### src/rtl/fifo_arb_pkg.sv
// fifo_arb_pkg: shared types and defaults for the round-robin FIFO drain arbiter.
package fifo_arb_pkg;
  typedef enum logic {IDLE, BURST} state_e;
  localparam int NUM_CH_DEF    = 4;
  localparam int DWIDTH_DEF    = 16;
  localparam int BURST_LEN_DEF = 4;
  function automatic int ch_w(input int n);
    return (n > 1) ? $clog2(n) : 1;
  endfunction
endpackage

### src/rtl/rr_next_sel.sv
// rr_next_sel: combinational round-robin picker, first requester after last_i (wrapping).
module rr_next_sel #(
  parameter int N = 4,
  parameter int W = 2
) (
  input  logic [N-1:0] req_i,
  input  logic [W-1:0] last_i,
  output logic         any_o,
  output logic [W-1:0] next_o
);
  always_comb begin
    any_o  = |req_i;
    next_o = last_i;
    // Walk from farthest to nearest so the closest requester after last_i wins.
    for (int k = N; k >= 1; k--)
      if (req_i[(int'(last_i) + k) % N]) next_o = W'((int'(last_i) + k) % N);
  end
endmodule

### src/rtl/fifo_rr_drain_arbiter.sv
// fifo_rr_drain_arbiter: drains NUM_CH show-ahead FIFOs round-robin in bursts of up to
// BURST_LEN words into one registered valid/ready stream tagged with the source channel.
module fifo_rr_drain_arbiter
  import fifo_arb_pkg::*;
#(
  parameter  int NUM_CH    = NUM_CH_DEF,
  parameter  int DWIDTH    = DWIDTH_DEF,
  parameter  int BURST_LEN = BURST_LEN_DEF,
  localparam int CH_W      = ch_w(NUM_CH)
) (
  input  logic                          clk_i,
  input  logic                          arst_n_i,
  input  logic [NUM_CH-1:0]             fifo_empty_i,
  input  logic [NUM_CH-1:0][DWIDTH-1:0] fifo_q_i,
  output logic [NUM_CH-1:0]             fifo_rdreq_o,
  output logic [DWIDTH-1:0]             data_o,
  output logic [CH_W-1:0]               channel_o,
  output logic                          valid_o,
  input  logic                          ready_i,
  output logic                          busy_o
);
  localparam int CNT_W = $clog2(BURST_LEN + 1);

  state_e            state_q, state_d;
  logic [CH_W-1:0]   grant_q, grant_d, last_q, last_d, next_ch;
  logic [CNT_W-1:0]  cnt_q, cnt_d;
  logic [DWIDTH-1:0] data_q, data_d;
  logic [CH_W-1:0]   ch_q, ch_d;
  logic              valid_q, valid_d, any_req, pop;

  rr_next_sel #(.N(NUM_CH), .W(CH_W)) u_sel (
    .req_i  (~fifo_empty_i),
    .last_i (last_q),
    .any_o  (any_req),
    .next_o (next_ch)
  );

  always_comb begin
    pop          = state_q == BURST && !fifo_empty_i[grant_q] && (!valid_q || ready_i);
    fifo_rdreq_o = pop ? NUM_CH'(1) << grant_q : '0;
    // An empty granted FIFO ends the burst at once rather than waiting for more data.
    state_d = state_q == IDLE ? (any_req ? BURST : IDLE)
            : (fifo_empty_i[grant_q] || (pop && cnt_q == CNT_W'(BURST_LEN - 1))) ? IDLE : BURST;
    grant_d = (state_q == IDLE && any_req) ? next_ch : grant_q;
    last_d  = (state_q == IDLE && any_req) ? next_ch : last_q;
    cnt_d   = state_q == IDLE ? '0 : pop ? cnt_q + CNT_W'(1) : cnt_q;
    valid_d = pop ? 1'b1 : ready_i ? 1'b0 : valid_q;
    data_d  = pop ? fifo_q_i[grant_q] : data_q;
    ch_d    = pop ? grant_q : ch_q;
  end

  always_ff @(posedge clk_i or negedge arst_n_i) begin
    if (!arst_n_i) begin
      state_q <= IDLE;
      grant_q <= '0;
      last_q  <= CH_W'(NUM_CH - 1);
      cnt_q   <= '0;
      data_q  <= '0;
      ch_q    <= '0;
      valid_q <= 1'b0;
    end else begin
      state_q <= state_d;
      grant_q <= grant_d;
      last_q  <= last_d;
      cnt_q   <= cnt_d;
      data_q  <= data_d;
      ch_q    <= ch_d;
      valid_q <= valid_d;
    end
  end

  assign data_o    = data_q;
  assign channel_o = ch_q;
  assign valid_o   = valid_q;
  assign busy_o    = state_q == BURST;
endmodule

### config.mk
export PLATFORM = sky130hd
export DESIGN_NAME = fifo_rr_drain_arbiter
export DESIGN_NICKNAME = d
export VERILOG_FILES = /design/src/rtl/fifo_arb_pkg.sv /design/src/rtl/rr_next_sel.sv /design/src/rtl/fifo_rr_drain_arbiter.sv
export SDC_FILE = /design/constraint.sdc
export NUM_CORES = 1
export LEC_CHECK = 0
export BUFFER_PORTS_ARGS = -buffer_cell sky130_fd_sc_hd__buf_2
export CAP_MARGIN = 20
export CELL_PAD_IN_SITES_DETAIL_PLACEMENT = 1
export CELL_PAD_IN_SITES_GLOBAL_PLACEMENT = 2
export CORE_ASPECT_RATIO = 1.75
export CORE_MARGIN = 2
export CORE_UTILIZATION = 26
export DETAILED_ROUTE_END_ITERATION = 8
export PLACE_DENSITY = 0.83
export SKIP_CTS_REPAIR_TIMING = 1
export SLEW_MARGIN = 10
export SYNTH_ARGS = -nofsm -noshare
export SYNTH_HDL_FRONTEND = slang
export SYNTH_HIERARCHICAL = 1
export SYNTH_SLANG_ARGS = --single-unit
### constraint.sdc
create_clock -name clk_i -period 2.05 [get_ports clk_i]
set_input_delay 0.205 -clock clk_i [delete_from_list [all_inputs] [get_ports clk_i]]
set_output_delay 0.205 -clock clk_i [all_outputs]
set_load 0.05 [all_outputs]
### Word-level counts from Yosys, hierarchy flattened

Index checks and enable logic that the tools add are counted.

* bits in registers: 27
* input port bits: 71
* output and inout bits: 24
* logic and storage cells: 68

* add/subtract/negate cells: 5
* magnitude comparators: 5
* equality and inequality tests: 2
* shifts and indexed selects: 1
* muxes and demuxes: 28
* bitwise operators: 6
* reductions and logical operators: 14

Operators with widths (count)
* 16-bit binary-select mux with 2-bit select: 1
* 3-bit by 4-bit less-than comparator with 1-bit output (second input constant): 4
* 16-bit 2-to-1 mux: 1
* 1-bit 2-to-1 mux: 14
* 1-bit binary-select mux with 2-bit select: 5
* 2-bit 2-to-1 mux: 4
* 2-bit OR reduction: 4
* 3-bit 2-to-1 mux: 2
* 2-bit by 1-bit adder with 2-bit output (second input constant): 2
* 2-bit adder (second input constant): 2
* 1-bit AND (first input constant): 4
* 1-bit logical AND: 4
* 4-bit 2-to-1 mux: 1
* 4-bit inverter: 1
* 4-bit OR reduction: 1
* 1-bit by 2-bit << shifter with 4-bit output (first input constant): 1
* 3-bit by 1-bit adder with 3-bit output (second input constant): 1
* 3-bit by 2-bit == test with 1-bit output (second input constant): 1
* 2-bit by 3-bit less-than comparator with 1-bit output (second input constant): 1
* 1-bit logical NOT: 2
* 1-bit logical OR: 2
* 2-bit by 1-bit != test with 1-bit output (second input constant): 1
* 2-bit nonzero test: 1
* 1-bit inverter: 1

### Longest topological paths before layout

* word-level depth: 10
* mapped depth: 6
* depth with buffers taken out: 6

### Modules after synthesis

The synthesis kept the hierarchy.

By module, submodules not included
* fifo_rr_drain_arbiter: times used 1, cells each 112, area an instance 1551.5 um^2, seq. area each 678.2 um^2
* rr_next_sel: times used 1, cells each 14, area an instance 82.6 um^2, seq. area each 0.0 um^2

### Least setup slack after synthesis

OpenSTA, ideal clock, no wires.

* path kind: flip-flop to output port
* start: register state_q, in the netlist busy_o
* end: output port fifo_rdreq_o[0]
* data arrival time: 2121 ps
* data required time: 1845 ps
* path slack: -276 ps
* cell stages (with the launch flop): 4
* path buffers: 0
* path through: dfrtp_1 -> inv_1 -> or4_1 -> nor2_1

* longest elaborated chain between the ends: 3

Ends and longest elaborated chain
* start, declared: line fifo_rr_drain_arbiter.sv:24 `state_e state_q, state_d;`
* start signal, assigned: line fifo_rr_drain_arbiter.sv:62 `state_q <= state_d;`
* 1-bit logical AND (2 in series): line fifo_rr_drain_arbiter.sv:39 `pop = state_q == BURST && !fifo_empty_i[grant_q] && (!valid_q || ready_i);`
* 4-bit 2-to-1 mux: line fifo_rr_drain_arbiter.sv:40 `fifo_rdreq_o = pop ? NUM_CH'(1) << grant_q : '0;`
* end, declared: line fifo_rr_drain_arbiter.sv:15 `output logic [NUM_CH-1:0] fifo_rdreq_o,`

Every way passes these cells.

### Final worst setup path

* start: register grant_q[1]
* end: output port fifo_rdreq_o[0]

* longest elaborated chain between the ends: 6
* elaborated cells on any way between the ends: 7
* those cells by class: shift (1); mux (3); reduce/logical (3)

Ends and longest elaborated chain
* start, declared: line fifo_rr_drain_arbiter.sv:25 `logic [CH_W-1:0] grant_q, grant_d, last_q, last_d, next_ch;`
* start signal, assigned: line fifo_rr_drain_arbiter.sv:63 `grant_q <= grant_d;`
* 1-bit binary-select mux with 2-bit select: line fifo_rr_drain_arbiter.sv:39
* 1-bit 2-to-1 mux (implied by the code): line fifo_rr_drain_arbiter.sv:39
* 1-bit logical NOT: line fifo_rr_drain_arbiter.sv:39
* 1-bit logical AND (2 in series): line fifo_rr_drain_arbiter.sv:39
* 4-bit 2-to-1 mux (*): line fifo_rr_drain_arbiter.sv:40

Every way passes the cells marked *; elsewhere a longest branch is shown, timed or not. The select of a mux whose other input is x is not followed.

==> impl_metrics.ini <==
[power_and_ir_drop]
p_per_area_nw_per_um2 = 1631
p_leak_nw = 1.120
vdd_drop_max_mv = 0.4760

[status]
run_status = complete, no violations

[drt]
drt-met1-wl_um = 1487
drtAntennaViolNets = 0
wl_met3_um = 294
top_layer = met4
wl_met2_um = 2441
drtIter0Drc = 42
via_count = 1411
drt-total-wl_um = 4260
wl_per_cell_um = 13.92
route.detailed.drc = 0
vias_per_cell = 4.611
drtPass1Iterations = 4

[sta]
fin_tns_setup_ps = 0
max_freq_mhz = 503.7
slew_headroom = 0.6083
hold_viol = 0
finalMaxSlewViolations = 0
finalSetupViolations = 0
period_minus_slack_ps = 1985
tightest_slew_ps = 587.5
min_period_over_period = 0.9685
fin_skew_ps = 6.742

[floorplan]
coreArea_um2 = 6133
rows = 38
io_pins = 95
die_area_um2 = 6960
dieWidth_um = 63.93
die_h_um = 108.9
start_util = 0.2664

[placement]
place_area_um2 = 2235
dpl.cell_count = 300
io_buffer_count = 94
gp_congestion = 0.7247
dp_hpwl_um = 3665

[setup_path]
r2r_cells = 6
reg2reg_to = channel_o[1]
critPathArrivalTime_ps = 1780
crit_path_end_kind = output pin
cpPeakStageDelay_ps = 450
rr_startpoint = grant_q[1]
reg2reg_slack_ps = 150
required_ps = 1850
path_cells = mux2_2, or4_4, nor2_2, buf_4
critical-path-slowest-cell = or4_4
crit_type = reg -> out
cp_max_fo = 3
cp-start-kind = flop

[logic_synthesis]
ys_types = 28
synth_top_cell_by_area = dfrtp_1
synth_area_leaders = dfrtp_1, mux4_2, mux2_2
avgSynthCellArea_um2 = 12.97
netlist_area_um2 = 1634
yosysTopAreaCellShare = 0.3828
ys_seq_elements = 27
synth_cells = 126
yosys_warnings = 6
synth.net_count = 199
ys_seq_area_frac = 0.4150

[clocking]
clk_latency_ps = 270
cts_root_buffer = clkbuf_8
cts_sinks = 27
numCtsBuffers = 3
path_clk_slew_ps = 90
h-tree-depth = 1
cts_tree = done
clockBufferDepth = 2

[worst_hold_path]
min_to = valid_o
hold_class = in -> reg
min_path_cells = 3
min_from = ready_i

[finish]
stdcell_count = 306
diodes = 0
mostFrequentLayoutCell = buf_2
drive_gt1_frac = 0.6460
mostFrequentLayoutCells = buf_2, dfrtp_1, mux2_2
layout.nets = 300
finish.instance_area_um2 = 2311
syn_to_final_growth_pct = 41.42

[global_route]
gr-total-overflow = 0
grt_pass1_wl_um = 7100
grt_pass1_vias = 1516
grt_max_degree = 28
grt_use_total = 0.1291
antenna_found_initial = 0

[job]
cap_violations = 0
[final cells by class]
type,count,area (µm²)
tap,80,100.1
fill,712,3822
sequential,27,679.4
multi-input combinational,83,894.6
timing repair buffer,102,554.3
inverter,10,37.54
clock buffer,4,45.04
[state kept, by name, summed over array words and instances, names as in the netlist]
register	count
data_o	16
cnt_q	3
channel_o	2
grant_q	2
last_q	2
busy_o	1
valid_o	1
[cells in the mapped netlist, drive strengths merged]
cell    number
dfrtp       25
nor2b        3
a21o         1
mux4        17
o21ai        3
mux2        18
nor2         4
and4         1
ha           2
buf          3
clkbuf       3
nand2b       4
dfstp        2
a221o        1
o21a         1
inv         10
and2         3
a31oi        1
o22ai        1
or4          2
mux2i        3
a21oi        3
nand2       11
or3          1
a211oi       1
nor3         2
[worst max-delay path, delay by kind of cell, from the launching register on]
| family | cells | cell delay, ps |
|---|---|---|
| and+or+nand+nor | 2 | 550 |
| muxes | 1 | 350 |
| DFF | 1 | 410 |
| buffers and inverters | 1 | 200 |
[layer usage]
metal  up-vias  GRT usage
met2        52     0.2485
met3         4    0.02890
met4         0    0.03261
li1        669          -
met5         -          0
met1       686     0.1393
[logic make-up after synthesis]
logic type,synth area share
fa+ha+maj,0.01531
mux,0.3767
simple gates,0.1041
flops,0.4150
buf+inv,0.04288
compound gates,0.04595
[power by group]
group / internal (mW) / switching, mW
clock network: 0.139 / 0.154
registers: 0.820 / 0.167
logic: 1.01 / 1.48
total: 1.97 / 1.80
[how the worst max path moves through the flow]
stage	start	to	slack, ps	depth (start not counted)
after floorplan	busy_o	fifo_rdreq_o[0]	-80	3
after global placement	grant_q[1]	fifo_rdreq_o[0]	280	4
after detailed placement	grant_q[0]	data_o[9]	230	4
after CTS	busy_o	fifo_rdreq_o[0]	-70	4
after global routing	grant_q[1]	fifo_rdreq_o[0]	-10	4
final	grant_q[1]	fifo_rdreq_o[0]	60	4
[metrics by stage]
step	hold WS, ps	total power [mW]	util	worst slack [ps]
floorplan	-90.59	2.875	-	-82.80
global placement	244.5	3.460	0.3643	276.0
detailed placement	245.6	3.506	0.3643	233.0
CTS	-52.35	3.804	0.3717	-66.00
global route	261.7	4.030	0.3768	-14.49
finish	258.3	3.768	0.3768	64.67
(Power assumes the default switching activity.)
